==> config.mk <==
export PLATFORM = sky130hd
export DESIGN_NAME = store_buffer
export DESIGN_NICKNAME = d
export VERILOG_FILES = /design/src/rtl/store_buffer.sv
export SDC_FILE = /design/constraint.sdc
export NUM_CORES = 1
export LEC_CHECK = 0
export ABC_AREA = 1
export CORE_UTILIZATION = 30
export DETAILED_ROUTE_END_ITERATION = 6
export SYNTH_ARGS = -nofsm -noshare
export SYNTH_HDL_FRONTEND = slang
export SYNTH_SLANG_ARGS = --single-unit
==> constraint.sdc <==
create_clock -name clk -period 3.6 [get_ports clk]
set_input_delay 0.54 -clock clk [delete_from_list [all_inputs] [get_ports clk]]
set_output_delay 0.54 -clock clk [all_outputs]
set_load 0.01 [all_outputs]
==> src/rtl/store_buffer.sv <==
// -----------------------------------------------------------------------------
// store_buffer
//
// In-order FIFO of committed stores that sits directly in front of the data
// cache write port. The cache stage pushes each accepted store at the tail.
// The head entry drives the cache write port until the cache acknowledges it
// with store_success, and then it is popped. Loads probe every live entry for
// store-to-load forwarding. A load that is only partly covered by a buffered
// store stalls and must retry.
//
// Parameters
//   SB_ENTRIES        FIFO depth (power of two, >= 2)
//   WORD_SIZE         address / data width
//   SIZE_WRITE_WIDTH  width of the access size code
//   BYTE_SIZE         size code of a byte access
//   FULL_WORD_SIZE    size code of a full-word access
//
// Ports
//   clk, rst                         clock (rising edge), async active-high reset
//   push, push_addr/value/size       enqueue a store (ignored while full)
//   full, empty, count               occupancy status
//   wenable, sb_addr/value/size      head entry, presented as a cache write request
//   store_success                    cache wrote the head this cycle -> pop
//   ld_valid, ld_addr, ld_size       load probe
//   fwd_hit, fwd_data, fwd_stall     forwarding result (byte data sign-extended)
// -----------------------------------------------------------------------------
module store_buffer #(
    parameter int SB_ENTRIES       = 4,
    parameter int WORD_SIZE        = 32,
    parameter int SIZE_WRITE_WIDTH = 2,
    parameter logic [SIZE_WRITE_WIDTH-1:0] BYTE_SIZE      = 'd0,
    parameter logic [SIZE_WRITE_WIDTH-1:0] FULL_WORD_SIZE = 'd2
) (
    input  logic                          clk,
    input  logic                          rst,
    // Enqueue side
    input  logic                          push,
    input  logic [WORD_SIZE-1:0]          push_addr,
    input  logic [WORD_SIZE-1:0]          push_value,
    input  logic [SIZE_WRITE_WIDTH-1:0]   push_size,
    output logic                          full,
    output logic                          empty,
    output logic [$clog2(SB_ENTRIES):0]   count,
    // Cache write port (head entry)
    output logic                          wenable,
    output logic [WORD_SIZE-1:0]          sb_addr,
    output logic [WORD_SIZE-1:0]          sb_value,
    output logic [SIZE_WRITE_WIDTH-1:0]   sb_size,
    input  logic                          store_success,
    // Load forwarding probe
    input  logic                          ld_valid,
    input  logic [WORD_SIZE-1:0]          ld_addr,
    input  logic [SIZE_WRITE_WIDTH-1:0]   ld_size,
    output logic                          fwd_hit,
    output logic [WORD_SIZE-1:0]          fwd_data,
    output logic                          fwd_stall
);

    localparam int PTR_W = $clog2(SB_ENTRIES);
    localparam int CNT_W = PTR_W + 1;

    // -------------------------------------------------------------------------
    // Helper functions
    // -------------------------------------------------------------------------

    // Sign-extend a byte to the full data width.
    function automatic logic [WORD_SIZE-1:0] sext8(input logic [7:0] b);
        return {{(WORD_SIZE-8){b[7]}}, b};
    endfunction

    // Pick byte lane 'sel' out of a word (little-endian lane numbering).
    function automatic logic [7:0] byte_lane(input logic [WORD_SIZE-1:0] w,
                                             input logic [1:0]           sel);
        logic [WORD_SIZE-1:0] sh;
        sh = w >> {sel, 3'b000};
        return sh[7:0];
    endfunction

    // -------------------------------------------------------------------------
    // State
    // -------------------------------------------------------------------------

    // Control state: reset asynchronously.
    logic [PTR_W-1:0]      head_q, head_d;
    logic [PTR_W-1:0]      tail_q, tail_d;
    logic [CNT_W-1:0]      count_q, count_d;
    logic [SB_ENTRIES-1:0] valid_q, valid_d;

    // Entry payload: no reset needed, every read is qualified by valid_q/empty.
    logic [WORD_SIZE-1:0]        addr_q  [SB_ENTRIES];
    logic [WORD_SIZE-1:0]        value_q [SB_ENTRIES];
    logic [SIZE_WRITE_WIDTH-1:0] size_q  [SB_ENTRIES];

    logic push_ok;
    logic pop_ok;

    // -------------------------------------------------------------------------
    // Status and head outputs
    // -------------------------------------------------------------------------

    // Full/empty come from registered state only, so a push cannot be accepted
    // on the strength of a same-cycle pop.
    assign full    = (count_q == CNT_W'(SB_ENTRIES));
    assign empty   = (count_q == '0);
    assign count   = count_q;
    assign wenable = !empty;

    assign sb_addr  = empty ? '0 : addr_q[head_q];
    assign sb_value = empty ? '0 : value_q[head_q];
    assign sb_size  = empty ? '0 : size_q[head_q];

    assign push_ok = push && !full;
    assign pop_ok  = wenable && store_success;

    // -------------------------------------------------------------------------
    // Next-state logic
    // -------------------------------------------------------------------------
    always_comb begin
        head_d  = head_q;
        tail_d  = tail_q;
        count_d = count_q;
        valid_d = valid_q;

        // Pop is applied before push. A push can only share a slot with the
        // head when the buffer is empty, and then there is no pop.
        if (pop_ok) begin
            valid_d[head_q] = 1'b0;
            head_d          = head_q + PTR_W'(1);
        end
        if (push_ok) begin
            valid_d[tail_q] = 1'b1;
            tail_d          = tail_q + PTR_W'(1);
        end

        case ({push_ok, pop_ok})
            2'b10:   count_d = count_q + CNT_W'(1);
            2'b01:   count_d = count_q - CNT_W'(1);
            default: count_d = count_q;
        endcase
    end

    always_ff @(posedge clk or posedge rst) begin
        if (rst) begin
            head_q  <= '0;
            tail_q  <= '0;
            count_q <= '0;
            valid_q <= '0;
        end else begin
            head_q  <= head_d;
            tail_q  <= tail_d;
            count_q <= count_d;
            valid_q <= valid_d;
        end
    end

    always_ff @(posedge clk) begin
        if (push_ok) begin
            addr_q[tail_q]  <= push_addr;
            value_q[tail_q] <= push_value;
            size_q[tail_q]  <= push_size;
        end
    end

    // -------------------------------------------------------------------------
    // Store-to-load forwarding
    // -------------------------------------------------------------------------
    // Entries are walked from oldest (head) to youngest. Every relevant match
    // overwrites the result, so the youngest relevant entry decides. A byte
    // entry covering a different byte of the loaded byte's word is not
    // relevant and leaves the older result in place.
    logic [PTR_W-1:0] idx;
    logic             ld_is_byte;
    logic             ent_is_byte;

    always_comb begin
        fwd_hit     = 1'b0;
        fwd_stall   = 1'b0;
        fwd_data    = '0;
        idx         = head_q;
        ent_is_byte = 1'b0;
        ld_is_byte  = (ld_size == BYTE_SIZE);

        if (ld_valid) begin
            for (int k = 0; k < SB_ENTRIES; k++) begin
                idx         = head_q + PTR_W'(k);
                ent_is_byte = (size_q[idx] == BYTE_SIZE);
                if (valid_q[idx] &&
                    (addr_q[idx][WORD_SIZE-1:2] == ld_addr[WORD_SIZE-1:2])) begin
                    if (!ld_is_byte && ent_is_byte) begin
                        // Word load only partly covered by a byte store.
                        fwd_hit   = 1'b0;
                        fwd_stall = 1'b1;
                        fwd_data  = '0;
                    end else if (!ld_is_byte) begin
                        fwd_hit   = 1'b1;
                        fwd_stall = 1'b0;
                        fwd_data  = value_q[idx];
                    end else if (!ent_is_byte) begin
                        fwd_hit   = 1'b1;
                        fwd_stall = 1'b0;
                        fwd_data  = sext8(byte_lane(value_q[idx], ld_addr[1:0]));
                    end else if (addr_q[idx][1:0] == ld_addr[1:0]) begin
                        fwd_hit   = 1'b1;
                        fwd_stall = 1'b0;
                        fwd_data  = sext8(value_q[idx][7:0]);
                    end
                end
            end
        end
    end

    // -------------------------------------------------------------------------
    // Checks
    // -------------------------------------------------------------------------
    // Word stores must be word-aligned.
    a_word_aligned: assert property (@(posedge clk) disable iff (rst)
        (push && !full && (push_size == FULL_WORD_SIZE)) |-> (push_addr[1:0] == 2'b00));

    a_count_bound: assert property (@(posedge clk) disable iff (rst)
        count_q <= CNT_W'(SB_ENTRIES));

endmodule
==> results of run 1 <==
==> power groups by stage <==
stage | combinational (W) | sequential [W] | clock, W
floorplan | 0.0112 | 0.00456 | 0
global placement | 0.0211 | 0.00458 | 0
detailed placement | 0.0211 | 0.00458 | 0
CTS | 0.0230 | 0.00453 | 0.00363
global route | 0.0257 | 0.00461 | 0.00374
finish | 0.0240 | 0.00454 | 0.00358
==> per-layer routing <==
layer,part of all wire,up-vias
met5,0.00081,-
met4,0.037,12
met3,0.090,198
met2,0.43,1104
met1,0.44,11000
li1,-,11600
==> stage by stage <==
step	hold slack, ns	std cells	area, µm²
3_3_place_gp	0.512	4541	27400
3_5_place_dp	0.521	4541	27400
6_report	0.297	4651	30400
5_1_grt	0.359	4650	30400
4_1_cts	0.321	4645	29600
2_1_floorplan	0.392	3179	21600
==> sequential cells by signal, summed over array words and instances (netlist names) <==
| register | cells |
|---|---|
| addr_q | 128 |
| value_q | 128 |
| size_q | 8 |
| valid_q | 4 |
| count | 3 |
| head_q | 2 |
| tail_q | 2 |
==> area by class of cell <==
class | count | area [µm²] | area share
Clock inverter | 19 | 200 | 0.00660
Inverter | 258 | 1000 | 0.0331
Tap cell | 940 | 1180 | 0.0387
Clock buffer | 42 | 955 | 0.0315
Timing Repair Buffer | 670 | 6700 | 0.221
Antenna cell | 2 | 5.00 | 0.000165
Sequential cell | 275 | 8210 | 0.270
Multi-Input combinational cell | 2445 | 12100 | 0.399
==> repair_timing <==
item,4_1_cts,5_1_grt
cloned,16,3
buffers inserted,28,5
hold buffers,0,0
resized for setup,319,220
endpoints found under the hold margin,0,0
pin swaps,50,79
endpoints found under the setup margin,62,61
==> cell usage in the layout, fill, tap and decap left out, drive strengths merged, types with 2 or more instances in the layout <==
| cell | synthesis | layout |
|---|---|---|
| or2 | 9 | 9 |
| o21ai | 431 | 431 |
| o21a | 7 | 7 |
| nor2 | 157 | 157 |
| nand4 | 13 | 13 |
| nand2 | 1245 | 1245 |
| o221ai | 12 | 12 |
| nand3 | 395 | 395 |
| edfxtp | 264 | 264 |
| a22o | 4 | 4 |
| nor3 | 4 | 4 |
| xor2 | 28 | 28 |
| ha | 9 | 9 |
| dfrtp | 11 | 11 |
| clkinv | 8 | 18 |
| a211oi | 9 | 9 |
| dlymetal6s2s | 0 | 14 |
| dlygate4sd2 | 0 | 2 |
| clkdlybuf4s50 | 0 | 159 |
| a21oi | 60 | 60 |
| buf | 142 | 487 |
| nor4 | 5 | 5 |
| bufbuf | 0 | 5 |
| diode | 0 | 2 |
| bufinv | 0 | 3 |
| o22ai | 8 | 8 |
| inv | 250 | 255 |
| and2 | 8 | 8 |
| o211ai | 33 | 33 |
| clkbuf | 59 | 45 |
==> worst max-delay path, cell delays in order (launching register included) <==
cell	delay, ns
dfrtp_4	0.48
inv_6	0.06
ha_4	0.32
clkinv_8	0.11
buf_12	0.16
buf_8	0.14
o211ai_1	0.12
nand2_1	0.09
nand2_1	0.06
nand4_1	0.08
nor2_2	0.22
nand2_2	0.10
nor2_4	0.17
nand2_4	0.10
clkinv_8	0.09
buf_12	0.10
buf_16	0.13
nand2_2	0.06
nand2_2	0.09
nand2_2	0.05
nand2_2	0.07
nand2_2	0.05
a21oi_2	0.12
buf_2	0.15
==> logic make-up after synthesis <==
| group | Yosys count |
|---|---|
| XOR/XNOR | 29 |
| AND/OR/NAND/NOR | 1836 |
| buffers and inverters | 459 |
| multiplexers | 1 |
| AO/OA/AOI/OAI | 569 |
| flip-flops | 275 |
| adder cells (fa/ha/maj) | 10 |
==> path summary, 6_finish.rpt <==
path                            start      endpoint  slack [ns]  cells after the start
max                         head_q[0]  fwd_data[14]       -0.65                     23
min reg2reg                valid_q[0]    valid_q[0]        0.54                      2
max in group asynchronous         rst     head_q[0]        2.90                      2
min                               rst      count[2]        0.30                      2
min in group clk           valid_q[0]    valid_q[0]        0.54                      2
max reg2reg                  count[0]      count[2]        1.21                      9
==> results.toml, run 1 <==
[global_routing]
gr-total-overflow = 0
grtUsageMet2 = 0.369
grt_pass1_vias = 21900
grt_max_degree = 87
grt_usage = 0.241
grt_use_met1 = 0.337
met3_usage = 0.0445
antenna_found_initial = 9
busiest_layer = "met2"
grt_pass1_wl_um = 134000

[flow_run]
max-cap-violations = 0

[sta]
finalHoldViolations = 0
rsz0062_at_grt = "true"
period_minus_slack_ns = 4.25
clock_skew_ns = 0.0347
tightest_slew_ns = 0.803
fin_ws_ns = -0.648
slew_headroom = 0.459
fmax_ghz = 0.235
finalSetupViolCount = 34
fin_crit_sh = 1.18
drv_slew = 0
tns_ns = -20.89

[layout]
drive_gt1_frac = 0.233
nets = 3800
final_core_util = 0.431
area_growth_pct = 41.7
fill_cells = 7212

[worst_setup_path]
crit_fanout = 7
critPathArrivalTime_ns = 3.71
end_kind = "output pin"
cp-start-kind = "flip-flop"
crit_type = "flip-flop to output pin"
worstPathRequired_ns = 3.06

[placement]
pre_cts_ws_ns = -0.556
dpl.hpwl_um = 66500
port_buffers = 210
gp_congestion = 1.03

[logic_synthesis]
synth.net_count = 3294
synth-simple-area-share = 0.355
synthCells = 3179
yosysMostFrequentCell = "nand2_1"
synth_top_area_share = 0.370
synthXorXnorAreaFrac = 0.0119
async_reset_ff_frac = 0.0400
syn_area_mm2 = 0.0214
synthDistinctLibCells = 50
yosysSeqAreaShare = 0.383
yosysWarnings = 0
synthMuxAreaShare = 0.000467
yosys-top-cells-count = "nand2_1 (1,242), o21ai_0 (388), nand3_1 (379)"
synthAdderAreaFrac = 0.00619
synth_top_family_by_area = "simple AND/OR/NAND/NOR gates"
synth_enable_flop_cells = 264
synth.avg_cell_area_um2 = 6.74
ys.flop_type = "edfxtp_1"
synth-compound-area-share = 0.146
yosysTopAreaCell = "edfxtp_1"
synth_seq_cells = 275
synth_area_leaders = "edfxtp_1 (37%), nand2_1 (22%), o21ai_0 (9.1%)"

[power]
swShare = 0.496
power_frac_comb = 0.747
leakage_nw = 13.6
p_clk_frac = 0.111
p_switching_w = 0.0159
power.internal_w = 0.0162
peakVddDrop_mv = 0.681
p_seq_frac = 0.141
power_density_mw_per_mm2 = 1060
p_total_w = 0.0321

[die]
die_h_um = 269
rows = 97
start_util = 0.304
io_pins = 211
core-area_mm2 = 0.0704
dieArea_mm2 = 0.0725
die_width_um = 269

[clocking]
cts_tree = "done"
path_clk_slew_ns = 0.07
clk_path_buf_depth = 3
numCtsBuffers = 35
htreeDepth = 2
insertion_delay_ns = 0.57
cts_num_sinks = 275
cts_root_buf = "clkbuf_16"

[detailed_routing]
firstDrtPassIters = 6
wl_per_cell_um = 19.5
remaining_drc_errors = 0
vias_per_cell = 5.13
vias = 23900
wl_um = 90600
ant_nets = 0
drt_iter0_drc = 2409

[worst_hold_path]
worstHoldPathType = "primary input to asynchronous set/reset pin"

[run_status]
outcome = "complete, but fails checks"
violations = "negative setup slack"
Power figures use the tool's default switching activity.
==> inputs of run 2 (changes only) <==
--- a/config.mk
+++ b/config.mk
@@ -6,8 +6,10 @@
 export NUM_CORES = 1
 export LEC_CHECK = 0
 export ABC_AREA = 1
-export CORE_UTILIZATION = 30
+export CORE_UTILIZATION = 53
 export DETAILED_ROUTE_END_ITERATION = 6
+export PLACE_DENSITY = 0.78
+export REMOVE_ABC_BUFFERS = 1
 export SYNTH_ARGS = -nofsm -noshare
 export SYNTH_HDL_FRONTEND = slang
 export SYNTH_SLANG_ARGS = --single-unit
==> run 2 against run 1 <==
Against the previous run:
- the flow finishes with violations (design-rule violations, negative setup slack)
- sequential share of layout area is 1.4 points higher
- register-to-register slack lost 0.25 ns
- first-iteration DRC count is 21% higher
- setup slack worse by 0.12 ns
- largest cell class unchanged
==> results.toml, run 2 (same netlist as run 1, synthesis figures left out) <==
[run_status]
outcome = "complete, but fails checks"
violations = "design-rule violations, negative setup slack"

[clocking]
cts_root_buf = "clkbuf_16"
insertion_delay_ns = 0.59
htreeDepth = 1
cts_num_sinks = 275
cts_tree = "done"
path_clk_slew_ns = 0.06
numCtsBuffers = 31
clk_path_buf_depth = 3

[worst_setup_path]
reg2reg_setup_slack_ns = 0.96
cp-start-kind = "flip-flop"
end_kind = "output pin"
worstPathRequired_ns = 3.06
crit_type = "flip-flop to output pin"
crit_fanout = 24
reg2reg_to = "count[1]"
cp-startpoint = "head_q[0]"
rr_worst_depth = 9
r2r-start = "count[1]"
critPathArrivalTime_ns = 3.83

[die]
io_pins = 211
dieArea_mm2 = 0.0412
rows = 73
core-area_mm2 = 0.0398
start_util = 0.538
die_width_um = 203
die_h_um = 203

[power]
power_frac_comb = 0.746
p_switching_w = 0.0151
leakage_nw = 13.2
swShare = 0.493
p_seq_frac = 0.149
p_clk_frac = 0.104
power_density_mw_per_mm2 = 1060
peakVddDrop_mv = 0.834
power.internal_w = 0.0155
p_total_w = 0.0305

[sta]
slew_headroom = 0.449
hold_slack_ns = 0.269
rsz0062_at_grt = "true"
fin_ws_ns = -0.771
tns_ns = -23.73
period_minus_slack_ns = 4.37
fmax_ghz = 0.229
clock_skew_ns = 0.0133
finalSetupViolCount = 34
finalHoldViolations = 0
tightest_slew_ns = 0.819
drv_slew = 0
fin_crit_sh = 1.21

[global_routing]
grt_pass1_wl_um = 128000
antenna_found_initial = 0
busiest_layer = "met2"
met3_usage = 0.0544
grt_pass1_vias = 23500
grt_use_met1 = 0.488
grtUsageMet2 = 0.688
grt_max_degree = 73
grt_usage = 0.404
gr-total-overflow = 0

[layout]
area_growth_pct = 35.0
nets = 3801
final_common_cell = "nand2_1"
fill_cells = 3126
top_regs = "addr_q (128), value_q (128), size_q (8)"
regArea_mm2 = 0.00821
multiInputGateArea_mm2 = 0.0116
postLayoutCellArea_mm2 = 0.0289
mostFrequentLayoutCells = "nand2_1 (1,219), buf_4 (378), o21ai_0 (367)"
final_core_util = 0.726
drive_gt1_frac = 0.185
diodes = 0

[worst_hold_path]
worstHoldPathType = "primary input to asynchronous set/reset pin"

[detailed_routing]
firstDrtPassIters = 7
ant_nets = 0
wl_per_cell_um = 20.3
remaining_drc_errors = 16
vias_per_cell = 5.90
drt_iter0_drc = 2917
wl_um = 85800
vias = 25000

[placement]
dpl_cell_area_mm2 = 0.0269
port_buffers = 210
gp_congestion = 1.01
dpl.hpwl_um = 60500

[flow_run]
max-cap-violations = 0
## run 2: cell count changes in the layout (fill, tap and decap cells not counted), moves of 11 or more
cell and change:
nor2_1 +14, buf_4 +25, nand2_1 +120, o21ai_1 -29, nand2_2 -114, o21ai_0 +30
a21oi_1 +11, nor2_2 -14, nand3_1 +24, nand3_2 -25
## run 2: worst max-delay path by stage
| stage | to |
|---|---|
| floorplan | fwd_data[10] |
| detailed placement | fwd_data[23] |
| CTS | fwd_data[25] |
| finish | fwd_data[25] |
| global route | fwd_data[29] |
| global placement | fwd_data[31] |
## run 2: metrics by stage
| step | setup slack, ns | instances |
|---|---|---|
| finish | -0.771 | 4233 |
| global route | -0.914 | 4233 |
| CTS | -0.701 | 4229 |
| detailed placement | -0.790 | 4148 |
| global placement | -0.795 | 4148 |
| floorplan | -12.77 | 2978 |
## run 2: what timing repair did
action	4_1_cts	5_1_grt
buffers inserted	15	2
cloned	12	2
resized for setup	256	67
pin swaps	41	19
hold buffers	0	0
endpoints found under the setup margin	55	57
## run 2: power groups by stage
| stage | combinational (W) | clock, W | sequential, W |
|---|---|---|---|
| 2_1_floorplan | 0.00848 | 0 | 0.00488 |
| 3_3_place_gp | 0.0199 | 0 | 0.00456 |
| 3_5_place_dp | 0.0203 | 0 | 0.00459 |
| 4_1_cts | 0.0219 | 0.00322 | 0.00454 |
| 5_1_grt | 0.0244 | 0.00333 | 0.00460 |
| 6_report | 0.0228 | 0.00319 | 0.00455 |
## run 2: routing by layer
metal	vias to the layer above	wire [µm]
met5	-	0
met4	0	5600
met1	11400	31300
met2	1633	40500
met3	390	8380
li1	11600	-
## run 2: worst max-delay path, cell delays in order, from the launching register on
cell     delay, ns
dfrtp_4       0.53
buf_6         0.17
buf_12        0.16
o31ai_1       0.72
o21ai_4       0.20
nor2_1        0.14
nand3_1       0.11
nand3_1       0.17
nand3_4       0.24
buf_12        0.23
nand3_1       0.08
nand2_1       0.06
nand2_1       0.05
nand2_1       0.05
nand2_1       0.07
a21oi_2       0.06
buf_2         0.18
## run 2: layout make-up
| cell class | instances | share of cell area |
|---|---|---|
| Timing Repair Buffer | 674 | 0.222 |
| Inverter | 258 | 0.0348 |
| Sequential cell | 275 | 0.284 |
| Tap cell | 525 | 0.0227 |
| Timing Repair inverter | 1 | 0.000563 |
| Clock buffer | 36 | 0.0275 |
| Clock inverter | 19 | 0.00762 |
| Multi-Input combinational cell | 2445 | 0.400 |
